`config.mk`:
```
export PLATFORM = sky130hd
export DESIGN_NAME = icmem_fetch_buf
export DESIGN_NICKNAME = d
export VERILOG_FILES = /design/src/rtl/icmem_pkg.sv /design/src/rtl/icmem_ring.sv /design/src/rtl/icmem_fetch_buf.sv
export SDC_FILE = /design/constraint.sdc
export NUM_CORES = 1
export LEC_CHECK = 0
export CAP_MARGIN = 5
export CORE_MARGIN = 5
export CORE_UTILIZATION = 28
export DETAILED_ROUTE_END_ITERATION = 10
export PLACE_DENSITY_LB_ADDON = 0.25
export SLEW_MARGIN = 20
export SYNTH_ARGS = -nofsm -noshare
export SYNTH_HDL_FRONTEND = slang
export SYNTH_HIERARCHICAL = 1
export SYNTH_SLANG_ARGS = --single-unit
```
`constraint.sdc`:
```
create_clock -name Clk_i -period 3.15 [get_ports Clk_i]
set_input_delay 0.7875 -clock Clk_i [delete_from_list [all_inputs] [get_ports Clk_i]]
set_output_delay 0.7875 -clock Clk_i [all_outputs]
set_load 0.01 [all_outputs]
```
`src/rtl/icmem_pkg.sv`:
```
// Shared defaults and encodings for the instruction prefetch buffer.
package icmem_pkg;
  localparam int PCW_DEF    = 16;
  localparam int ISAW_DEF   = 16;
  localparam int FETCHW_DEF = 2;
  localparam int DEPTH_DEF  = 8;

  // Pointer / occupancy widths for the default depth; count needs one extra
  // bit so a completely full buffer (DEPTH words) is representable.
  localparam int PTRW = $clog2(DEPTH_DEF);
  localparam int CNTW = PTRW + 1;

  // Words consumed by decode in one cycle.
  typedef enum logic [1:0] {
    POP0 = 2'd0,
    POP1 = 2'd1,
    POP2 = 2'd2
  } pop_e;
endpackage

```
`src/rtl/icmem_ring.sv`:
```
// DEPTH x ISAW circular word store: FETCHW-wide write port, head and
// head+1 read taps, pointer advance and flush.
module icmem_ring
  import icmem_pkg::*;
#(
  parameter int ISAW   = ISAW_DEF,
  parameter int FETCHW = FETCHW_DEF,
  parameter int DEPTH  = DEPTH_DEF
) (
  input  logic                     Clk_i,
  input  logic                     Rst_i,
  input  logic                     flush_i,
  input  logic                     we_i,
  input  logic [FETCHW*ISAW-1:0]   wdata_i,
  input  logic [1:0]               pop_i,
  output logic [ISAW-1:0]          rd_curr_o,
  output logic [ISAW-1:0]          rd_next_o
);
  localparam int RPW = $clog2(DEPTH);

  logic [DEPTH-1:0][ISAW-1:0]  mem;
  logic [RPW-1:0]              rptr, wptr, rnext;
  logic [FETCHW-1:0][RPW-1:0]  widx;

  // Per-lane write slot; truncation to RPW bits gives the modulo-DEPTH wrap.
  for (genvar k = 0; k < FETCHW; k++) begin : g_lane
    assign widx[k] = wptr + RPW'(k);
  end

  assign rnext     = rptr + RPW'(1);
  assign rd_curr_o = mem[rptr];
  assign rd_next_o = mem[rnext];

  // Storage write and pointer update; flush only rewinds pointers since
  // the stale contents become unreachable once count is zero.
  always_ff @(posedge Clk_i) begin
    if (Rst_i) begin
      mem  <= '0;
      rptr <= '0;
      wptr <= '0;
    end else if (flush_i) begin
      rptr <= '0;
      wptr <= '0;
    end else begin
      if (we_i) begin
        for (int k = 0; k < FETCHW; k++)
          mem[widx[k]] <= wdata_i[k*ISAW +: ISAW];
        wptr <= wptr + RPW'(FETCHW);
      end
      rptr <= rptr + RPW'(pop_i);
    end
  end
endmodule

```
`src/rtl/icmem_fetch_buf.sv`:
```
// Instruction prefetch buffer: fetches FETCHW words per cycle from an
// external combinational ROM and feeds 1 or 2 words per cycle to decode.
module icmem_fetch_buf
  import icmem_pkg::*;
#(
  parameter int             PCW      = PCW_DEF,
  parameter int             ISAW     = ISAW_DEF,
  parameter int             FETCHW   = FETCHW_DEF,
  parameter int             DEPTH    = DEPTH_DEF,
  parameter logic [PCW-1:0] RESET_PC = '0
) (
  input  logic                     Clk_i,
  input  logic                     Rst_i,
  input  logic                     Redir_i,
  input  logic [PCW-1:0]           RedirPc_i,
  output logic [PCW-1:0]           RomAddr_o,
  output logic                     RomRe_o,
  input  logic [FETCHW*ISAW-1:0]   RomData_i,
  input  logic                     Ready_i,
  input  logic                     ML_en_i,
  output logic [ISAW-1:0]          InsCurr_o,
  output logic [ISAW-1:0]          InsNext_o,
  output logic                     Valid_o,
  output logic                     ValidPair_o,
  output logic [PCW-1:0]           CurrPc_o,
  output logic [$clog2(DEPTH):0]   Count_o
);
  localparam int CW = $clog2(DEPTH) + 1;

  logic [PCW-1:0] fetch_pc;
  logic [CW-1:0]  cnt;
  logic           rom_re;
  pop_e           pop;

  // Fetch admission and decode consumption. Space is judged on the
  // pre-pop count; a long instruction is never partially consumed.
  always_comb begin
    rom_re = !Rst_i && !Redir_i && (cnt <= CW'(DEPTH - FETCHW));
    pop    = POP0;
    if (!Redir_i && Ready_i) begin
      if (ML_en_i) begin
        if (cnt >= CW'(2)) pop = POP2;
      end else if (cnt >= CW'(1)) begin
        pop = POP1;
      end
    end
  end

  // Fetch PC and occupancy; reset beats redirect, redirect beats push/pop.
  always_ff @(posedge Clk_i) begin
    if (Rst_i) begin
      fetch_pc <= RESET_PC;
      cnt      <= '0;
    end else if (Redir_i) begin
      fetch_pc <= RedirPc_i;
      cnt      <= '0;
    end else begin
      if (rom_re) fetch_pc <= fetch_pc + PCW'(FETCHW);
      cnt <= cnt + (rom_re ? CW'(FETCHW) : '0) - CW'(pop);
    end
  end

  icmem_ring #(
    .ISAW   (ISAW),
    .FETCHW (FETCHW),
    .DEPTH  (DEPTH)
  ) u_ring (
    .Clk_i     (Clk_i),
    .Rst_i     (Rst_i),
    .flush_i   (Redir_i),
    .we_i      (rom_re),
    .wdata_i   (RomData_i),
    .pop_i     (pop),
    .rd_curr_o (InsCurr_o),
    .rd_next_o (InsNext_o)
  );

  assign RomAddr_o   = fetch_pc;
  assign RomRe_o     = rom_re;
  assign Valid_o     = (cnt != '0);
  assign ValidPair_o = (cnt >= CW'(2));
  // Head PC is the fetch PC rewound by the words still buffered.
  assign CurrPc_o    = fetch_pc - PCW'(cnt);
  assign Count_o     = cnt;
endmodule

```
Yosys cells after proc, flatten, opt, wreduce, memory -nomap -nowiden. Index checks and enable logic that the tools add are counted.

Add/subtract/negate cells: 8. Eq/ne operators: 0. Shift-type cells: 0. Reduce and logical (&&, ||, !) cells: 11. Bitwise logic cells: 1. $lt $le $gt $ge: 9. Divide/modulo/power cells: 0. $mul: 0. Multiplexer cells: 17.

Operators with widths (number): 128-bit bitwise mux (2); 16-bit binary-select mux with 3-bit select (2); 16-bit demux with 3-bit select (2); 16-bit 2-to-1 mux (6); 16-bit by 2-bit adder with 16-bit output, second input constant (1); 3-bit by 4-bit < comparator with 1-bit output, second input constant (4); 16-bit by 4-bit subtractor with 16-bit output (1); 2-bit 2-to-1 mux (4); 3-bit by 1-bit adder with 3-bit output, second input constant (2); 3-bit by 1-bit >= comparator with 1-bit output, second input constant (2); 1-bit logical AND (5); 4-bit by 2-bit adder with 4-bit output (1); 4-bit by 1-bit >= comparator with 1-bit output, second input constant (1); 4-bit by 2-bit >= comparator with 1-bit output, second input constant (1); 4-bit by 3-bit less-or-equal comparator with 1-bit output, second input constant (1); 4-bit nonzero test (1); 4-bit by 2-bit subtractor with 4-bit output (1); 3-bit by 2-bit adder with 3-bit output (1); 3-bit by 2-bit adder with 3-bit output, second input constant (1); 1-bit logical NOT (2); 2-bit AND reduction (1); 2-bit nonzero test (1); 2-bit OR reduction (1); 1-bit 2-to-1 mux (1); 1-bit inverter (1).

Bits in registers: 154. Word-level logic and storage cells: 58. RAM bits: 0. Memories kept: 0. Bits of input ports: 53. Output and inout bits: 71. Bits in latches: 0. ROM bits: 0.

Depth between registers and ports, before layout.
Depth after elaboration: 6. Depth in mapped cells: 13. Depth with buffers taken out: 12.

Cells and area by module. The synthesis kept the hierarchy.

By module, submodules not included: icmem_ring (cells an instance 817, sequential area each 2662.6 um^2, instances 1, area an instance 6976.7 um^2); icmem_fetch_buf (cells an instance 193, sequential area each 400.4 um^2, instances 1, area an instance 1532.7 um^2).

Worst setup path before layout. OpenSTA, ideal clock, no wires.

Path kind: in2reg. From: in Redir_i. To: reg cnt[3] (netlist: Count_o[3]). Slack: 0.488 ns. Stages on the path: 10. Path buffers: 1. Arrival time: 2.547 ns. Cell sequence: inv_1 clkbuf_1 and4_1 fa_1 inv_1 ha_1 inv_1 fa_1 xnor2_1 nor2_1.

RTL lines: start, declared (RTL line icmem_fetch_buf.sv:14) `input logic Redir_i,`; 1-bit logical NOT (RTL line icmem_fetch_buf.sv:40) `if (!Redir_i && Ready_i) begin`; 1-bit logical AND (RTL line icmem_fetch_buf.sv:40); 2-bit 2-to-1 mux (RTL line icmem_fetch_buf.sv:40); net pop[1] (RTL line icmem_fetch_buf.sv:33) `pop_e pop;`; 4-bit by 2-bit subtractor with 4-bit output (RTL line icmem_fetch_buf.sv:59) `cnt <= cnt + (rom_re ? CW'(FETCHW) : '0) - CW'(pop);`; end signal, assigned (RTL line icmem_fetch_buf.sv:59); end, declared (RTL line icmem_fetch_buf.sv:31) `logic [CW-1:0] cnt;`.

The timed path passes the listed nets, and every way through them passes these cells. A chain may end at the register's enable or synchronous reset.

Worst setup path in the final report.
From: reg u_ring.rptr[0]. To: out InsNext_o[9].

Cells in the longest elaborated chain, start to end: 3.

RTL lines: start, declared (RTL line icmem_ring.sv:22) `logic [RPW-1:0] rptr, wptr, rnext;`; start signal, assigned (RTL line icmem_ring.sv:50) `rptr <= rptr + RPW'(pop_i);`; 3-bit by 1-bit adder with 3-bit output (RTL line icmem_ring.sv:30) `assign rnext = rptr + RPW'(1);`; 16-bit binary-select mux with 3-bit select (RTL line icmem_ring.sv:32) `assign rd_next_o = mem[rnext];`; 16-bit 2-to-1 mux (implied by the code) (RTL line icmem_ring.sv:32); end, declared (RTL line icmem_fetch_buf.sv:22) `output logic [ISAW-1:0] InsNext_o,`.

No other way between the ends. The select of a mux whose other input is x is not followed.

==> results.txt <==
* CTS Root Cell: sky130_fd_sc_hd__clkbuf_16
* #FFs+latches synth: approximately 150
* Gate Count Post-Synth: around 1,000
- After clock tree synthesis, the clock-pin slew on the worst setup and hold paths is 0.06 ns.
- Register-to-register path setup slack: 0.61 ns
- In the final layout, the share of cells above drive strength 1 is between 10% and 20%.
- The total area inside the core boundary comes to 0.0298 mm^2.
* Area delta synth->final: 36.4%
* Smallest setup slack after layout: between 0.015 and 0.02 ns
* Clock latency on the worst-skew pair: 0.43 ns
* Peak clock frequency supported by timing: ~320 MHz
- The smallest clock period supported by the final layout is computed as around 3.1 ns.
- Site row count: 63
- After clock tree synthesis, the flow added hold-fix buffers numbering 0.
* DR iter-0 viols: about 510
* Via count: between 7,000 and 8,000
- The clock passes through at most 2 buffers.
- In the routed design, unresolved DRC markers number 0.
* Element type at the critical path start: flip-flop
* Pwr/cell area: 452 mW/mm^2
- Diodes inserted: 0
- The H-tree generated during clock tree synthesis spans 4 levels.
- The analysis attributes to cell leakage a power of between 4 and 5 nW.
- Counting distinct cell types in the post-synthesis netlist gives 46.
* Class of the worst hold path: flip-flop to flip-flop
* Number of antenna violations at the first check in global routing: 3
* Hold Crit Endpoint: u_ring/mem[21]
- Sequential fraction of the synthesis area: roughly 36%
* Number of placed I/O pins: between 100 and 150
- The wire-length estimate of the detail-placed layout is 18.7 mm.
- In this run the worst path has a maximum fanout of 24.
- Syn_area_per_cell: ~8.4 um^2
- Counting every sink on the clock net gives approximately 150.
- Global placement routability congestion: 0.779
- Capture point of the worst reg-to-reg path: Count_o[3]
* Synthesized cell area: about 0.0085 mm^2
* Worst R2R Start: Count_o[2]
* Leading register cell type out of synthesis: sky130_fd_sc_hd__dfxtp_1
* Tcrit/Tclk final: ~99%
- In this run, synthesis inferred 0 flip-flops with an integrated enable.
- The first global-routing pass estimated approximately 45 mm of wire.
* Quantity of I/O buffers inserted on ports: approximately 120
- Hold slack: 0.466 ns
- Setup repair after global routing missed its margin: true
* Final layout net count: 1,204
* Hold path startpoint: u_ring/mem[21]
- The number of global-route vias before repair was slightly below 8,000.
* Effective utilization at floorplan: roughly 29%
* Reg2reg path depth: 12
- Final Hold Viols: 0
- After detailed routing, the number of vias per cell comes to 5.12.
- At the pin with the least slew margin, the transition time is ~0.95 ns.
- Final setup fails: 0
- Run status: completed
- Data required time of the critical path: around 2.4 ns
- Across the VDD grid, the largest voltage drop is ~0.00037 V.
- The first detailed-routing pass ran for 6 iterations.
- The worst hold path passes through 2 cells.
* GRT Util Overall: 16.9%
- The floorplan step defined a die boundary enclosing ~0.034 mm^2.
* Warnings from Yosys: 6
- Horizontal extent of the die: about 180 um
- Critical path class: flip-flop to output pin
- The routed design has around 30 mm of wire.
- Worst Setup End Kind: output pin
- Maximum Capacitance Violations: 0
- Dividing the detail-routed wire length by the instance count gives 19.3 um.
* Minimum setup slack after placement: between 0.01 and 0.015 ns
* Launching element of the worst setup path: u_ring/rptr[0]
- Largest net degree at the start of global routing: 89
* Endpoint arrival time on the critical path: about 2.4 ns
- When the netlist entered floorplanning its net count stood at 1,082.
* Count of antenna-violating nets left after detailed routing: 0
* Number of slew-limit violations in the final report: 0
- Async S/R FF share, synth: 0%
* Number of buffers added by the clock tree synthesis step: 17
- The floorplan step set the die height to between 150 and 200 um.
- Remaining global-route overflow: 0
- Skew final: between 0.009 and 0.01 ns
- TritonCTS built the clock tree.
* Max-slew headroom: between 30% and 40%
[cell usage after synthesis, drive strengths merged (3+ instances only)]
master / n / area [um^2]
nand2: 263 / 987
dfxtp: 153 / 3060
a21oi: 129 / 646
clkbuf: 60 / 225
mux2i: 34 / 340
and3: 33 / 211
nor2b: 33 / 206
a2111oi: 32 / 280
buf: 32 / 231
mux4: 32 / 777
nor2: 28 / 105
nor4: 22 / 138
inv: 18 / 67.6
mux2: 16 / 180
ha: 15 / 188
xor2: 15 / 139
nand3: 9 / 45.0
nor3: 9 / 45.0
xnor2: 9 / 78.8
a311oi: 8 / 70.1
a211oi: 7 / 52.6
o31ai: 7 / 52.6
or4: 7 / 52.6
nand4: 6 / 37.5
nand3b: 5 / 37.5
o21ai: 5 / 25.0
and3b: 4 / 35.0
fa: 4 / 80.1
or3: 3 / 18.8
[registers in the layout (all words and copies together) (netlist names)]
| name | cells |
|---|---|
| u_ring/wptr | 2 |
| Count_o | 4 |
| RomAddr_o | 16 |
| u_ring/mem | 128 |
| u_ring/rptr | 3 |
[layout make-up]
class | instances | area (um^2)
clock inverter | 13 | 195
tap | 390 | 488
inverter | 18 | 67.6
fill | 3023 | 18200
sequential | 153 | 3070
multi-input combinational | 747 | 5400
clock buffer | 19 | 443
timing repair buffer | 195 | 1940
[layer usage]
layer	share of wire [%]	global-route usage [%]	up-vias
met4	1.4	3.70	6
met5	0.14	0	-
met2	46	26.6	215
met1	46	23.1	3808
met3	6.5	4.91	37
li1	-	-	3800
[power breakdown]
group	switching [W]	internal, W	total [W]
clock network	0.000885	0.00136	0.00224
logic	0.000495	0.000489	0.000984
registers	0.0000464	0.00198	0.00202
total	0.00143	0.00383	0.00525
[worst max-delay path: stages, from the launching register on]
cell and delay, ns:
sky130_fd_sc_hd__dfxtp_2 0.34, sky130_fd_sc_hd__ha_4 0.31, sky130_fd_sc_hd__buf_12 0.18, sky130_fd_sc_hd__buf_12 0.17
sky130_fd_sc_hd__nor2b_1 0.07, sky130_fd_sc_hd__a2111oi_2 0.32, sky130_fd_sc_hd__nor4_2 0.09, sky130_fd_sc_hd__buf_4 0.14
sky130_fd_sc_hd__dlygate4sd2_1 0.28
[stage by stage]
step / power (W) / setup TNS (ns) / utilization, % / cells / area, um^2
6_report: 0.00525 / 0 / 39.0 / 1535 / 11600
5_1_grt: 0.00547 / -0.220 / 39.0 / 1535 / 11600
4_1_cts: 0.00527 / -0.570 / 38.0 / 1526 / 11300
3_5_place_dp: 0.00297 / 0 / 34.7 / 1488 / 10300
3_3_place_gp: 0.00298 / 0 / 34.7 / 1488 / 10300
2_1_floorplan: 0.00250 / 0 / - / 1010 / 8510
[layout by cell type, fill, tap and decap left out, types with 7 or more instances in the layout]
cell type and instances:
sky130_fd_sc_hd__clkdlybuf4s50_1 77, sky130_fd_sc_hd__nand2_1 263, sky130_fd_sc_hd__a21oi_1 128, sky130_fd_sc_hd__a2111oi_2 8, sky130_fd_sc_hd__nor4_2 12, sky130_fd_sc_hd__mux2_2 16, sky130_fd_sc_hd__xnor2_1 8, sky130_fd_sc_hd__nor2_1 27
sky130_fd_sc_hd__nor2b_1 27, sky130_fd_sc_hd__xor2_1 14, sky130_fd_sc_hd__a2111oi_4 7, sky130_fd_sc_hd__and3_1 32, sky130_fd_sc_hd__mux4_1 13, sky130_fd_sc_hd__a311oi_1 8, sky130_fd_sc_hd__mux4_2 19, sky130_fd_sc_hd__buf_4 59
sky130_fd_sc_hd__dfxtp_1 148, sky130_fd_sc_hd__nor3_1 8, sky130_fd_sc_hd__dlygate4sd2_1 26, sky130_fd_sc_hd__nand3_1 8, sky130_fd_sc_hd__a2111oi_1 11, sky130_fd_sc_hd__inv_1 17, sky130_fd_sc_hd__buf_12 13, sky130_fd_sc_hd__ha_1 12
sky130_fd_sc_hd__mux2i_1 34, sky130_fd_sc_hd__clkbuf_16 20, sky130_fd_sc_hd__a211oi_1 7
[worst max-delay path by stage]
| stage | to | slack, ns | cells past startpoint |
|---|---|---|---|
| after detailed placement | InsNext_o[10] | 0.01 | 7 |
| final | InsNext_o[9] | 0.02 | 8 |
| after CTS | InsNext_o[2] | -0.23 | 7 |
| after global routing | InsNext_o[9] | -0.12 | 8 |
| after global placement | InsNext_o[13] | 0.05 | 7 |
| after floorplan | Count_o[3] | 0.49 | 10 |
[kinds of logic after synthesis]
| group | Yosys count | synth area share [%] |
|---|---|---|
| buffers and inverters | 110 | 6.16 |
| DFF | 153 | 36.0 |
| xor gates and xnor gates | 24 | 2.56 |
| and+or+nand+nor | 431 | 23.4 |
| muxes | 82 | 15.2 |
| AOI/OAI and AO/OA | 191 | 13.5 |
| adders and majority gates | 19 | 3.15 |
[timing repair]
action | CTS | global route
setup buffers | 6 | 6
resized for setup | 127 | 55
cloned | 0 | 3
endpoints found under the setup margin | 46 | 22
pin swaps | 10 | 8
Power figures use the tool's default switching activity.
